File: config.mk
export PLATFORM = sky130hd
export DESIGN_NAME = spi_shift_engine
export DESIGN_NICKNAME = d
export VERILOG_FILES = /design/src/rtl/spi_shift_engine.sv
export SDC_FILE = /design/constraint.sdc
export NUM_CORES = 1
export LEC_CHECK = 0
export ABC_AREA = 0
export BUFFER_PORTS_ARGS = -buffer_cell sky130_fd_sc_hd__buf_2
export CORE_ASPECT_RATIO = 1.5
export CORE_MARGIN = 5
export CORE_UTILIZATION = 65
export DETAILED_ROUTE_END_ITERATION = 7
export PLACE_DENSITY_LB_ADDON = 0.05
export SKIP_CTS_REPAIR_TIMING = 1
export SLEW_MARGIN = 20
export SYNTH_ARGS = -nofsm -noshare
export SYNTH_HDL_FRONTEND = slang
export SYNTH_SLANG_ARGS = --single-unit
File: constraint.sdc
create_clock -name PCLK -period 8.8 [get_ports PCLK]
set_input_delay 1.76 -clock PCLK [delete_from_list [all_inputs] [get_ports PCLK]]
set_output_delay 1.76 -clock PCLK [all_outputs]
set_load 0.005 [all_outputs]
File: src/rtl/spi_shift_engine.sv
// SPI shift data path: serialises a right-justified tx word onto mosi and assembles miso into a
// right-justified rx word, with frame tracking, rx handshake, overrun and load-collision pulses.
//
// state  | meaning
// IDLE   | no frame in progress; events ignored, mosi holds its last bit
// ACTIVE | frame in progress; shift/sample events move data, counter tracks samples
module spi_shift_engine #(
    parameter int DATA_WIDTH = 16,
    parameter int LEN_W      = 5
) (
    input  logic                  PCLK,
    input  logic                  PRESETn,
    input  logic                  load_tx_reg,
    input  logic                  enable,
    input  logic                  lsbfe,
    input  logic [LEN_W-1:0]      frame_len,
    input  logic                  shift_event,
    input  logic                  sample_event,
    input  logic                  miso,
    input  logic [DATA_WIDTH-1:0] tx_data_in,
    input  logic                  rx_ack,
    output logic [DATA_WIDTH-1:0] rx_data_out,
    output logic                  rx_valid,
    output logic                  mosi,
    output logic                  busy,
    output logic                  frame_done,
    output logic                  overrun,
    output logic                  load_err
);

    typedef enum logic {
        IDLE   = 1'b0,
        ACTIVE = 1'b1
    } state_t;

    localparam logic [LEN_W-1:0] DW_L = LEN_W'(DATA_WIDTH);

    state_t                state_q, state_d;
    logic [DATA_WIDTH-1:0] tx_q, tx_d;
    logic [DATA_WIDTH-1:0] rx_q, rx_d;
    logic [DATA_WIDTH-1:0] rx_data_q, rx_data_d;
    logic [LEN_W-1:0]      cnt_q, cnt_d;
    logic [LEN_W-1:0]      len_q, len_d;
    logic                  lsb_q, lsb_d;
    logic                  mosi_q, mosi_d;
    logic                  rx_valid_q, rx_valid_d;
    logic                  frame_done_q, frame_done_d;
    logic                  overrun_q, overrun_d;
    logic                  load_err_q, load_err_d;

    logic                  start;
    logic                  abort;
    logic                  done;
    logic [LEN_W-1:0]      eff_len;
    logic [DATA_WIDTH-1:0] tx_load;
    logic [DATA_WIDTH-1:0] rx_shift;
    logic [DATA_WIDTH-1:0] rx_mask;

    // Out-of-range lengths fall back to a full-width frame.
    assign eff_len = ((frame_len == '0) || (frame_len > DW_L)) ? DW_L : frame_len;
    // MSB-first words are left-aligned so the first bit always sits at the top.
    assign tx_load = tx_data_in << (DW_L - eff_len);

    assign start = (state_q == IDLE) && load_tx_reg && enable;
    assign abort = (state_q == ACTIVE) && !enable;
    assign done  = (state_q == ACTIVE) && enable && sample_event
                   && (cnt_q == (len_q - LEN_W'(1)));

    assign rx_shift = lsb_q ? {miso, rx_q[DATA_WIDTH-1:1]} : {rx_q[DATA_WIDTH-2:0], miso};
    assign rx_mask  = {DATA_WIDTH{1'b1}} >> (DW_L - len_q);

    always_ff @(posedge PCLK or negedge PRESETn) begin
        if (!PRESETn) begin
            state_q <= IDLE;
        end else begin
            state_q <= state_d;
        end
    end

    always_comb begin
        state_d = state_q;
        case (state_q)
            IDLE:    if (start) state_d = ACTIVE;
            ACTIVE:  if (abort || done) state_d = IDLE;
            default: state_d = IDLE;
        endcase
    end

    always_comb begin
        tx_d         = tx_q;
        rx_d         = rx_q;
        rx_data_d    = rx_data_q;
        cnt_d        = cnt_q;
        len_d        = len_q;
        lsb_d        = lsb_q;
        mosi_d       = mosi_q;
        frame_done_d = 1'b0;
        overrun_d    = 1'b0;
        load_err_d   = load_tx_reg && (state_q == ACTIVE);

        if (start) begin
            tx_d   = lsbfe ? tx_data_in : tx_load;
            mosi_d = lsbfe ? tx_data_in[0] : tx_load[DATA_WIDTH-1];
            len_d  = eff_len;
            lsb_d  = lsbfe;
            cnt_d  = '0;
            rx_d   = '0;
        end else if (abort) begin
            cnt_d = '0;
            rx_d  = '0;
        end else if (state_q == ACTIVE) begin
            if (shift_event) begin
                tx_d   = lsb_q ? (tx_q >> 1) : (tx_q << 1);
                mosi_d = lsb_q ? tx_q[1] : tx_q[DATA_WIDTH-2];
            end
            if (sample_event) begin
                rx_d  = rx_shift;
                cnt_d = cnt_q + LEN_W'(1);
            end
            if (done) begin
                rx_d         = '0;
                cnt_d        = '0;
                rx_data_d    = lsb_q ? (rx_shift >> (DW_L - len_q)) : (rx_shift & rx_mask);
                frame_done_d = 1'b1;
                overrun_d    = rx_valid_q && !rx_ack;
            end
        end

        // A completion in the same cycle as an ack wins: the new word is unread.
        if (done) begin
            rx_valid_d = 1'b1;
        end else if (rx_ack) begin
            rx_valid_d = 1'b0;
        end else begin
            rx_valid_d = rx_valid_q;
        end
    end

    always_ff @(posedge PCLK or negedge PRESETn) begin
        if (!PRESETn) begin
            tx_q         <= '0;
            rx_q         <= '0;
            rx_data_q    <= '0;
            cnt_q        <= '0;
            len_q        <= '0;
            lsb_q        <= 1'b0;
            mosi_q       <= 1'b0;
            rx_valid_q   <= 1'b0;
            frame_done_q <= 1'b0;
            overrun_q    <= 1'b0;
            load_err_q   <= 1'b0;
        end else begin
            tx_q         <= tx_d;
            rx_q         <= rx_d;
            rx_data_q    <= rx_data_d;
            cnt_q        <= cnt_d;
            len_q        <= len_d;
            lsb_q        <= lsb_d;
            mosi_q       <= mosi_d;
            rx_valid_q   <= rx_valid_d;
            frame_done_q <= frame_done_d;
            overrun_q    <= overrun_d;
            load_err_q   <= load_err_d;
        end
    end

    assign rx_data_out = rx_data_q;
    assign rx_valid    = rx_valid_q;
    assign mosi        = mosi_q;
    assign busy        = (state_q == ACTIVE);
    assign frame_done  = frame_done_q;
    assign overrun     = overrun_q;
    assign load_err    = load_err_q;

endmodule

==> results of run 1 <==
-- power by group through the flow --
| stage | logic [W] | registers [W] | clock network [W] |
|---|---|---|---|
| 3_3_place_gp | 0.000421 | 0.000378 | 0 |
| 2_1_floorplan | 0.000335 | 0.000365 | 0 |
| 5_1_grt | 0.000475 | 0.000380 | 0.000330 |
| 6_report | 0.000437 | 0.000376 | 0.000314 |
| 4_1_cts | 0.000432 | 0.000375 | 0.000317 |
| 3_5_place_dp | 0.000430 | 0.000380 | 0 |
-- Yosys cell counts (2+ instances only) --
| master | n | area [sq um] |
|---|---|---|
| ha_1 | 8 | 100.1 |
| nor3b_1 | 6 | 45.04 |
| dfrtp_1 | 65 | 1627 |
| xor2_1 | 6 | 52.55 |
| o41ai_1 | 3 | 26.28 |
| a32o_1 | 2 | 20.02 |
| o21bai_1 | 2 | 15.01 |
| buf_2 | 17 | 85.08 |
| o31ai_1 | 6 | 45.04 |
| and3b_1 | 2 | 17.52 |
| nand2b_1 | 19 | 118.9 |
| nor2b_1 | 6 | 37.54 |
| a21boi_0 | 3 | 22.52 |
| a211o_1 | 2 | 17.52 |
| nand3_1 | 21 | 105.1 |
| nor2_1 | 30 | 112.6 |
| a22oi_1 | 2 | 15.01 |
| o221a_2 | 3 | 33.78 |
| xnor2_1 | 7 | 61.31 |
| clkbuf_1 | 29 | 108.9 |
| nand4_1 | 3 | 18.77 |
| mux2i_1 | 50 | 500.5 |
| a31o_2 | 2 | 17.52 |
| buf_1 | 2 | 7.510 |
| inv_2 | 2 | 7.510 |
| o21ai_0 | 48 | 240.2 |
| and2_1 | 3 | 18.77 |
| inv_1 | 8 | 30.03 |
| a31oi_1 | 10 | 62.56 |
| nand2_1 | 90 | 337.8 |
| o2111ai_1 | 5 | 43.79 |
| nor3_1 | 13 | 65.06 |
| o221ai_1 | 3 | 26.28 |
| nand3b_1 | 4 | 30.03 |
| a211oi_1 | 8 | 60.06 |
| o211ai_1 | 5 | 37.54 |
| mux2_2 | 17 | 191.4 |
| mux4_2 | 18 | 405.4 |
| a22o_1 | 7 | 61.31 |
| a21oi_1 | 54 | 270.3 |
| a21o_1 | 4 | 30.03 |
| a2111oi_0 | 3 | 26.28 |
-- area by class of cell --
cell class                 count  area share, %
multi-input combinational    502          59.99
timing repair buffer          60          5.425
clock inverter                 1        0.08410
clock buffer                  13          4.205
sequential                    65          27.35
inverter                      11         0.6939
tap                          107          2.250
-- worst max-delay path by stage --
| stage | endpoint | slack, ps | cells past startpoint |
|---|---|---|---|
| 3_5_place_dp | tx_q[12]$_DFFE_PN0P_ | 2850 | 13 |
| 2_1_floorplan | tx_q[0]$_DFFE_PN0P_ | 3990 | 12 |
| 4_1_cts | tx_q[12]$_DFFE_PN0P_ | 3190 | 13 |
| 6_report | tx_q[12]$_DFFE_PN0P_ | 3100 | 13 |
| 3_3_place_gp | tx_q[12]$_DFFE_PN0P_ | 3030 | 13 |
| 5_1_grt | tx_q[12]$_DFFE_PN0P_ | 2790 | 13 |
-- registers in the layout (all words and copies together), names as in the netlist, 5 cells and up --
register and cells:
tx_q 16, rx_q 16, len_q 5, cnt_q 5, rx_data_out 16
-- critical path: cells and delay by family --
family	cells	cell delay, ps
adders and majority gates	2	1220
xor gates and xnor gates	1	790
buffers and inverters	4	660
and+or+nand+nor	2	660
muxes	2	540
AOI/OAI and AO/OA	2	250
-- layer usage --
layer	vias up	track usage, %	routed length (um)
met2	243	60.41	8984
met4	0	21.19	1071
li1	2374	-	-
met5	-	0	0
met3	76	5.507	861
met1	2504	34.31	5633
-- kinds of logic (layout without fill, tap and decap cells) --
kind of cell	Yosys count	in the layout	synth area share (%)
adders and majority gates	8	8	1.826
AOI/OAI and AO/OA	187	187	22.09
xor gates and xnor gates	15	15	2.990
and+or+nand+nor	206	206	17.98
buffers and inverters	63	85	5.226
muxes	86	86	20.22
DFF	65	65	29.67
-- cells in the final DEF, fill, tap and decap left out, types with 5 or more instances in the layout --
master	netlist	layout
a211oi_1	8	8
a21oi_1	54	54
a22o_1	7	7
a31oi_1	10	10
buf_2	17	51
buf_4	1	9
clkbuf_16	0	9
dfrtp_1	65	64
ha_1	8	8
inv_1	8	8
mux2_2	17	17
mux2i_1	50	50
mux4_2	18	18
nand2_1	90	90
nand2b_1	19	19
nand3_1	21	21
nor2_1	30	30
nor2b_1	6	6
nor3_1	13	13
nor3b_1	6	6
o2111ai_1	5	5
o211ai_1	5	5
o21ai_0	48	48
o31ai_1	6	6
xnor2_1	7	7
xor2_1	6	6
-- stage by stage --
stage / power (W) / hold slack (ps) / cell area, sq um
floorplan: 0.0006998 / 467.3 / 5483
global placement: 0.0007991 / 456.2 / 5695
detailed placement: 0.0008097 / 465.9 / 5695
CTS: 0.001124 / 476.3 / 5951
global route: 0.001184 / 493.9 / 5951
finish: 0.001128 / 472.7 / 5951
==> metrics.txt, run 1 <==
run status finished, final reports clean; highest clock rate 175.5 MHz; Max Transition Viols Final 0; slowest cell on the critical path xnor2_1; unrepaired setup endpoints after global routing false; Core Util, Final 71.60%; portion of total power attributed to the clock network around 28%; crit share post-route 64.74%; post-synthesis cell type count 74; via count of the first global-routing pass approximately 5200; TritonCTS clock tree yes; largest net degree at the start of global routing 77; fraction of power spent switching nets between 30% and 40%; number of inserted filler cells in the final layout 674; category of the critical setup timing path in -> reg; share of layout cells above drive strength 1 a little under a fifth; capturing element type of the critical path register; filler-free cell count of the finished design 759; Pre-antenna DRT Iters 5; min cycle time layout ~5700 ps; number of nets in the synthesized netlist 668; most instantiated flip-flop cell in the synthesis netlist dfrtp_1; Netlist Area Pre-Place between 5000 and 6000 sq um; max_slew headroom 36.20%; Min-Delay Endpoint rx_data_out[10]$_DFFE_PN0P_; overall die area 10410 sq um; cell total after placement 745; share of synthesized area occupied by flip-flops and latches 29.67%; final routed wire length divided by cell count 21.81 um; buffers from clock root to sink, at most 2; routed via count divided by cell count 6.847; proportion of power drawn by flip-flops and latches approximately 33%; overall die width roughly 85 um; transition time at the pin with the least slew margin 950.2 ps; R2R setup slack 5300 ps; Final Routed Wirelength 16.55 mm; estimated wirelength of the detail-placed design roughly 12 mm; Cells after Synth 630; area of combinational cells with multiple inputs 3570 sq um; placer congestion estimate 1.015; IR Drop Worst-Case VDD 0.0001267 V; critical path startpoint category primary input; sequence of cells on the critical path buf_2 > or4_1 > ha_1 > nor2b_1 > buf_4 > inv_2 > ha_1 > inv_2 > xnor2_1 > mux2i_1 > mux2_2 > o221ai_1 > a21oi_1; clock sink count 65; combinational cell fraction of total power 38.8%; row count 41; timing startpoint of the critical path frame_len[0]; TritonCTS buffer count 9; total leakage power between 2 and 3 nW; max-cap check violation count 0; fraction of synthesis flops using an asynchronous set or reset pin 100.0%; endpoint of the worst-slack reg-to-reg timing path rx_data_out[3]$_DFFE_PN0P_; count of yosys warnings during synthesis 0; clock insertion delay at the later pin of the skew report 340 ps; htree depth 3; launching point of the worst reg2reg path len_q[0]$_DFFE_PN0P_; drc violations 0; area of all sequential standard cells 1628 sq um; Worst Min Path Start rx_data_out[10]$_DFFE_PN0P_; power density of the placed cells 189.5 nW/um^2; pre-CTS worst setup slack between 2000 and 3000 ps; antenna violation net count after detailed routing 0; class of the most critical hold timing path reg -> reg; Max stage delay on crit path 790 ps; data required time at the worst endpoint 9020 ps; All-Layer GR Usage 32.99%; core box area around 8300 sq um; area growth from synthesis to layout 8.535%; IO Count 52; Vert. Die Dim roughly 120 um; critical-path maximum fanout 23; Finish-stage setup viols 0; global-route wire length before repair approximately 27 mm; Iter 0 DRT Violations 381; Hold Fails Final Rpt 0; total gr overflow 0; fin worst setup slack ~3100 ps; cell count of the worst reg-to-reg path 10; register clock-pin slew on the reported worst setup and hold paths 50 ps; design internal power 0.0007073 W; clock tree root buffer cell clkbuf_16; fin nets 687; effective utilization at floorplan 65.97%; number of synthesized register bits 65; setup TNS 0 ps; number of flops mapped to enable cells by yosys 0; count of antenna diodes in the layout 0; syn avg cell area 8.703 sq um; net load switching power 0.0004205 W; worst clock skew 6.913 ps; antenna violations before repair 0; data arrival time of the worst path 5910 ps; worst hold path depth 2; buffers added on ports 51; total vias in the final route a little over 5000
No activity file was read; power rests on OpenSTA's default activity.
==> run 2, diff against run 1 <==
--- a/config.mk
+++ b/config.mk
@@ -5,11 +5,11 @@
 export SDC_FILE = /design/constraint.sdc
 export NUM_CORES = 1
 export LEC_CHECK = 0
-export ABC_AREA = 0
+export ABC_AREA = 1
 export BUFFER_PORTS_ARGS = -buffer_cell sky130_fd_sc_hd__buf_2
 export CORE_ASPECT_RATIO = 1.5
 export CORE_MARGIN = 5
-export CORE_UTILIZATION = 65
+export CORE_UTILIZATION = 60
 export DETAILED_ROUTE_END_ITERATION = 7
 export PLACE_DENSITY_LB_ADDON = 0.05
 export SKIP_CTS_REPAIR_TIMING = 1
==> constraint.sdc (replaced) <==
create_clock -name PCLK -period 5.85 [get_ports PCLK]
set_input_delay 1.17 -clock PCLK [delete_from_list [all_inputs] [get_ports PCLK]]
set_output_delay 1.17 -clock PCLK [all_outputs]
set_load 0.005 [all_outputs]
==> run 2 against run 1 <==
  * Global-route usage up 0.52 points
  * Highest routed layer unchanged
  * Core utilization is 3.2 points lower
  * Area after synthesis down 9.0%
  * Largest cell class unchanged
==> metrics.txt, run 2 <==
critical-path maximum fanout 23 (unchanged); most frequent cells after synthesis nand2_1 (248), nand3_1 (178), dfrtp_1 (65) (was nand2_1 (90), dfrtp_1 (65), a21oi_1 (54)); count of yosys warnings during synthesis 0 (unchanged); count of antenna diodes in the layout 0 (unchanged); Worst Min Path Start rx_data_out[7]$_DFFE_PN0P_ (was rx_data_out[10]$_DFFE_PN0P_); share of layout cells above drive strength 1 11.11% (was 18.71%); row count 40 (was 41); category of the critical setup timing path in -> reg (unchanged); critical path startpoint category primary input (unchanged); most common cell after layout, fill and taps aside nand2_1 (unchanged); clock insertion delay at the later pin of the skew report 340 ps (about the same); Netlist Area Pre-Place 4987 sq um (was 5483 sq um); routed via count divided by cell count 6.255 (was 6.847); number of synthesized register bits 65 (unchanged); syn avg cell area 6.494 sq um (was 8.703 sq um); All-Layer GR Usage 33.51% (was 32.99%); IR Drop Worst-Case VDD 0.0001773 V (was 0.0001267 V); synthesized-area fraction occupied by ao, oa, aoi and oai cells 10.99% (was 22.09%); final routed wire length divided by cell count 18.43 um (was 21.81 um); register clock-pin slew on the reported worst setup and hold paths 50 ps (about the same); Finish-stage setup viols 0 (unchanged); unrepaired setup endpoints after global routing false (unchanged); cell count of the worst reg-to-reg path 14 (was 10); launching point of the worst reg2reg path len_q[0]$_DFFE_PN0P_ (unchanged); share of synthesized area spent on multiplexers 0% (was 20.22%); worst hold path depth 2 (unchanged); Max Transition Viols Final 0 (unchanged); number of flops mapped to enable cells by yosys 0 (unchanged); min cycle time layout 4297 ps; overall die area 10270 sq um (was 10410 sq um); buffers from clock root to sink, at most 2 (unchanged); via count of the first global-routing pass 5789 (was 5212); total power draw 0.001776 W (was 0.001128 W); total gr overflow 0 (unchanged); highest clock rate 232.7 MHz; total vias in the final route 5667 (was 5197); fin nets 834 (was 687); antenna violation net count after detailed routing 0 (unchanged); htree depth 3 (unchanged); top-area cell type share of the netlist area 32.61% (was 29.67%); slowest cell on the critical path ha_1 (was xnor2_1); clock sink count 65 (unchanged); class of the most critical hold timing path reg -> reg (unchanged); endpoint of the worst-slack reg-to-reg timing path rx_data_out[7]$_DFFE_PN0P_ (was rx_data_out[3]$_DFFE_PN0P_); TritonCTS buffer count 9 (unchanged); largest family of logic cells by synthesized area simple AND/OR/NAND/NOR gates (was compound AO/OA/AOI/OAI gates); transition time at the pin with the least slew margin 872.0 ps (was 950.2 ps); setup TNS 0 ps (unchanged); most instantiated flip-flop cell in the synthesis netlist dfrtp_1 (unchanged); TritonCTS clock tree yes (unchanged); buffers added on ports 51 (unchanged); fraction of synthesis flops using an asynchronous set or reset pin 100.0% (unchanged); Pre-antenna DRT Iters 5 (unchanged); core box area 8058 sq um (was 8310 sq um); max_slew headroom 41.65% (was 36.20%); highest-count cells in the layout ignoring fill and taps nand2_1 (248), nand3_1 (178), dfrtp_1 (65) (was nand2_1 (90), dfrtp_1 (64), a21oi_1 (54)); run status finished, final reports clean (unchanged); R2R setup slack 2250 ps (was 5300 ps); area growth from synthesis to layout 10.54% (was 8.535%); estimated wirelength of the detail-placed design 12.42 mm (was 12.21 mm); effective utilization at floorplan 61.89% (was 65.97%); power density of the placed cells 322.1 nW/um^2 (was 189.5 nW/um^2); largest net degree at the start of global routing 66 (was 77); most used standard cell by instance count after synthesis nand2_1 (unchanged); data arrival time of the worst path 4530 ps (was 5910 ps); clock tree root buffer cell clkbuf_16 (unchanged); Post-Synth XOR/XNOR Area 1.054% (was 2.990%); data required time at the worst endpoint 6080 ps (was 9020 ps); Max stage delay on crit path 690 ps (was 790 ps); post-synthesis share of cell area spent on full adders, half adders and majority gates 2.007% (was 1.826%); Final Routed Wirelength 16.70 mm (was 16.55 mm); Vert. Die Dim 121.7 um (was 122.5 um); number of nets in the synthesized netlist 806 (was 668); capturing element type of the critical path register (unchanged); IO Count 52 (unchanged); post-synthesis cell type count 41 (was 74); sequence of cells on the critical path buf_2 > nor2_1 > nand3_1 > ha_1 > inv_2 > nand2_1 > ha_1 > inv_1 > nand3_1 > nand3_1 > nand2_1 > a21oi_1 > nand2_1 > nand3_1 > nand2_1 (was buf_2 > or4_1 > ha_1 > nor2b_1 > buf_4 > inv_2 > ha_1 > inv_2 > xnor2_1 > mux2i_1 > mux2_2 > o221ai_1 > a21oi_1); simple-gate area share of the yosys netlist 45.51% (was 17.98%); worst clock skew 7.645 ps (was 6.913 ps); max-cap check violation count 0 (unchanged); leading cell types by total area after synthesis dfrtp_1 (33%), nand2_1 (19%), nand3_1 (18%) (was dfrtp_1 (30%), mux2i_1 (9.1%), mux4_2 (7.4%)); overall die width 84.44 um (was 84.99 um); total leakage power 2.880 nW (was 2.555 nW); Cells after Synth 768 (was 630); crit share post-route between 70% and 80%; antenna violations before repair 0 (unchanged); Min-Delay Endpoint rx_data_out[7]$_DFFE_PN0P_ (was rx_data_out[10]$_DFFE_PN0P_); Iter 0 DRT Violations 464 (was 381); cell taking the most area after synthesis dfrtp_1 (unchanged); placer congestion estimate 1.001 (was 1.015); global-route wire length before repair 27.27 mm (was 26.85 mm); drc violations 0 (unchanged); Hold Fails Final Rpt 0 (unchanged); share of synthesized area occupied by flip-flops and latches 32.61% (was 29.67%)
## run 2: worst max-delay path by stage
| stage | slack (ps) | end | cells after the start | from |
|---|---|---|---|---|
| 5_1_grt | 1240 | tx_q[10]$_DFFE_PN0P_ | 13 | frame_len[0] |
| 6_report | 1550 | tx_q[12]$_DFFE_PN0P_ | 15 | frame_len[0] |
| 4_1_cts | 1560 | tx_q[15]$_DFFE_PN0P_ | 15 | frame_len[0] |
| 3_3_place_gp | 1300 | tx_q[12]$_DFFE_PN0P_ | 15 | frame_len[0] |
| 3_5_place_dp | 1190 | mosi$_DFFE_PN0P_ | 15 | frame_len[0] |
| 2_1_floorplan | 2080 | tx_q[12]$_DFFE_PN0P_ | 18 | frame_len[0] |
## run 2: area by class of cell
cell class              instances  area, sq um
clock buffers                  13        250.2
well taps                     105        131.4
multi-input cells             612         2970
fillers                       713         2545
clock inverters                 3        40.04
flip-flops and latches         65         1627
repair buffers                 55        285.3
inverters                      53        209.0
## run 2: metal layers
metal	GRT usage [%]	routed length (um)
met1	31.72	5527
met2	62.55	8824
met3	6.089	1036
met4	26.14	1306
met5	0	0
## run 2: critical path: cells and delay by family
kind | cells | cell delay (ps)
AO/OA/AOI/OAI | 1 | 150
adder cells (fa/ha/maj) | 2 | 980
buffers and inverters | 3 | 910
AND/OR/NAND/NOR | 9 | 1280
## run 2: cell families after synthesis
| logic type | count (synthesis) |
|---|---|
| adders and majority gates | 8 |
| buffers and inverters | 91 |
| DFF | 65 |
| xor gates and xnor gates | 6 |
| AOI/OAI and AO/OA | 92 |
| and+or+nand+nor | 506 |
## run 2: through the flow
step / instance area, sq um / std cells / setup WS (ps) / utilization, % / hold WS, ps
after floorplan: 4987 / 768 / 2076 / - / 453.0
after global placement: 5223 / 890 / 1298 / 64.81 / 456.6
after detailed placement: 5223 / 890 / 1194 / 64.81 / 464.7
after CTS: 5513 / 906 / 1555 / 68.42 / 478.3
after global routing: 5513 / 906 / 1236 / 68.42 / 495.9
final: 5513 / 906 / 1553 / 68.42 / 474.7
## run 2: power breakdown
group	leakage [nW]	internal [W]	switching (W)
combinational	1.88	0.000199	0.000479
sequential	0.853	0.000514	0.0000536
clock	0.144	0.000340	0.000190
total	2.88	0.00105	0.000723
==> run 3, diff against run 2 <==
--- a/config.mk
+++ b/config.mk
@@ -5,11 +5,11 @@
 export SDC_FILE = /design/constraint.sdc
 export NUM_CORES = 1
 export LEC_CHECK = 0
-export ABC_AREA = 1
+export ABC_AREA = 0
 export BUFFER_PORTS_ARGS = -buffer_cell sky130_fd_sc_hd__buf_2
 export CORE_ASPECT_RATIO = 1.5
 export CORE_MARGIN = 5
-export CORE_UTILIZATION = 60
+export CORE_UTILIZATION = 61
 export DETAILED_ROUTE_END_ITERATION = 7
 export PLACE_DENSITY_LB_ADDON = 0.05
 export SKIP_CTS_REPAIR_TIMING = 1
==> constraint.sdc (replaced) <==
create_clock -name PCLK -period 4.45 [get_ports PCLK]
set_input_delay 0.89 -clock PCLK [delete_from_list [all_inputs] [get_ports PCLK]]
set_output_delay 0.89 -clock PCLK [all_outputs]
set_load 0.005 [all_outputs]
==> run 3 against run 2 <==
  * Sequential cell count unchanged
  * Sequential power increased by 33%
  * Die area increased by 7.3%
  * Routed wire length increased by 3.5%
  * Clock power increased by 40%
  * Critical path depth decreased by 4
  * Global-route usage decreased by 0.61 points
  * Count of clock-buffer cells in the layout unchanged
  * Core utilization increased by 0.56 points
  * Cell area increased by 10%
  * Total power increased by 34%
  * Worst hold slack improved by 4.3 ps
==> metrics.txt, run 3 (synthesis results as in run 1) <==
class of the most critical hold timing path reg -> reg (unchanged); antenna violation net count after detailed routing 0 (unchanged); worst hold slack after final layout 479.0 ps (was 474.7 ps); endpoint of the worst-slack reg-to-reg timing path rx_data_out[7]$_DFFE_PN0P_ (unchanged); power density of the placed cells 389.7 nW/um^2 (was 322.1 nW/um^2); fin nets 697 (was 834); global-route wire length before repair 28.02 mm (was 27.27 mm); Final Routed Wirelength 17.28 mm (was 16.70 mm); max_slew headroom 41.45% (was 41.65%); highest-count cells in the layout ignoring fill and taps nand2_1 (90), dfrtp_1 (64), a21oi_1 (54) (was nand2_1 (248), nand3_1 (178), dfrtp_1 (65)); data arrival time of the worst path 4140 ps (was 4530 ps); unrepaired setup endpoints after global routing false (unchanged); total leakage power 2.635 nW (was 2.880 nW); share of layout cells above drive strength 1 20.51% (was 11.11%); total gr overflow 0 (unchanged); effective utilization at floorplan 62.10% (was 61.89%); via count of the first global-routing pass 5295 (was 5789); timing startpoint of the critical path frame_len[0] (unchanged); TritonCTS buffer count 9 (unchanged); Worst Min Path Start rx_data_out[8]$_DFFE_PN0P_ (was rx_data_out[7]$_DFFE_PN0P_); Pre-antenna DRT Iters 5 (unchanged); worst hold path depth 1 (was 2); clock sink count 65 (unchanged); placer congestion estimate 1.009 (was 1.001); Min-Delay Endpoint rx_data_out[8]$_DFFE_PN0P_ (was rx_data_out[7]$_DFFE_PN0P_); max-cap check violation count 0 (unchanged); Core Util, Final 68.98% (was 68.42%); data required time at the worst endpoint 4720 ps (was 6080 ps); core box area 8828 sq um (was 8058 sq um); Iter 0 DRT Violations 325 (was 464); routed via count divided by cell count 6.785 (was 6.255); All-Layer GR Usage 32.90% (was 33.51%); category of the critical setup timing path in -> reg (unchanged); buffers added on ports 51 (unchanged); worst clock skew 4.529 ps (was 7.645 ps); overall die area 11020 sq um (was 10270 sq um); final routed wire length divided by cell count 22.36 um (was 18.43 um); TritonCTS clock tree yes (unchanged); total vias in the final route 5245 (was 5667); overall die width 87.41 um (was 84.44 um); drc violations 0 (unchanged); Vert. Die Dim 126.1 um (was 121.7 um); antenna violations before repair 0 (unchanged); most common cell after layout, fill and taps aside nand2_1 (unchanged); critical-path maximum fanout 9 (was 23); IR Drop Worst-Case VDD 0.0002632 V (was 0.0001773 V); capturing element type of the critical path register (unchanged); Max Transition Viols Final 0 (unchanged); R2R setup slack 990 ps (was 2250 ps); launching point of the worst reg2reg path len_q[0]$_DFFE_PN0P_ (unchanged); cell area after layout 6090 sq um (was 5513 sq um); htree depth 3 (unchanged); Hold Fails Final Rpt 0 (unchanged); IO Count 52 (unchanged); area growth from synthesis to layout 11.07% (was 10.54%); clock insertion delay at the later pin of the skew report 330 ps (was 340 ps); cell count of the worst reg-to-reg path 11 (was 14); clock tree root buffer cell clkbuf_16 (unchanged); Finish-stage setup viols 0 (unchanged); count of antenna diodes in the layout 0 (unchanged); run status finished, final reports clean (unchanged); transition time at the pin with the least slew margin 872.0 ps (about the same); highest clock rate 258.6 MHz; register clock-pin slew on the reported worst setup and hold paths 50 ps (about the same); largest net degree at the start of global routing 43 (was 66); Post-Place Cell Area 5774 sq um (was 5223 sq um); row count 42 (was 40); buffers from clock root to sink, at most 2 (unchanged); estimated wirelength of the detail-placed design 13.08 mm (was 12.42 mm); min cycle time layout 3867 ps; setup TNS 0 ps (unchanged); crit share post-route between 80% and 90%; critical path startpoint category primary input (unchanged)
[run 3: worst max-delay path by stage]
stage | end | slack [ps]
after floorplan | tx_q[0]$_DFFE_PN0P_ | 510
after global placement | tx_q[10]$_DFFE_PN0P_ | 400
after detailed placement | tx_q[12]$_DFFE_PN0P_ | 290
after CTS | tx_q[12]$_DFFE_PN0P_ | 630
after global routing | tx_q[12]$_DFFE_PN0P_ | 380
final | tx_q[1]$_DFFE_PN0P_ | 580
[run 3: per-layer routing]
metal | up-vias | track usage, % | share of wire [%]
met5 | - | 0 | 0
met4 | 0 | 22.31 | 7.5
met3 | 84 | 5.490 | 5.1
met2 | 233 | 58.04 | 54
met1 | 2545 | 34.55 | 34
li1 | 2383 | - | -
[run 3: area by class of cell]
cell class	count	area, sq um
flip-flops and latches	65	1628
well taps	110	137.6
clock buffers	13	280.3
inverters	11	41.29
fillers	748	2739
repair buffers	70	397.9
multi-input cells	502	3570
clock inverters	2	35.03
[run 3: per-stage QoR]
step	power (W)	instances	worst slack, ps
final	0.002373	773	582.7
after CTS	0.002362	773	629.9
after global placement	0.001601	758	399.6
after floorplan	0.001384	630	514.7
after global routing	0.002490	773	378.9
after detailed placement	0.001620	758	287.6
[run 3: report_power, final]
group	internal (W)	switching, W	total [W]
Sequential	0.000667	0.0000895	0.000756
Clock	0.000490	0.000253	0.000743
Combinational	0.000358	0.000515	0.000873
Total	0.00152	0.000858	0.00237
[run 3: worst max-delay path: stages]
cell and delay, ps:
buf_2 120, or4_1 580, ha_1 360, nand2b_1 150
ha_1 360, inv_2 90, or4_4 550, a21oi_4 280
nand2_2 170, o41ai_1 400, mux2_1 190
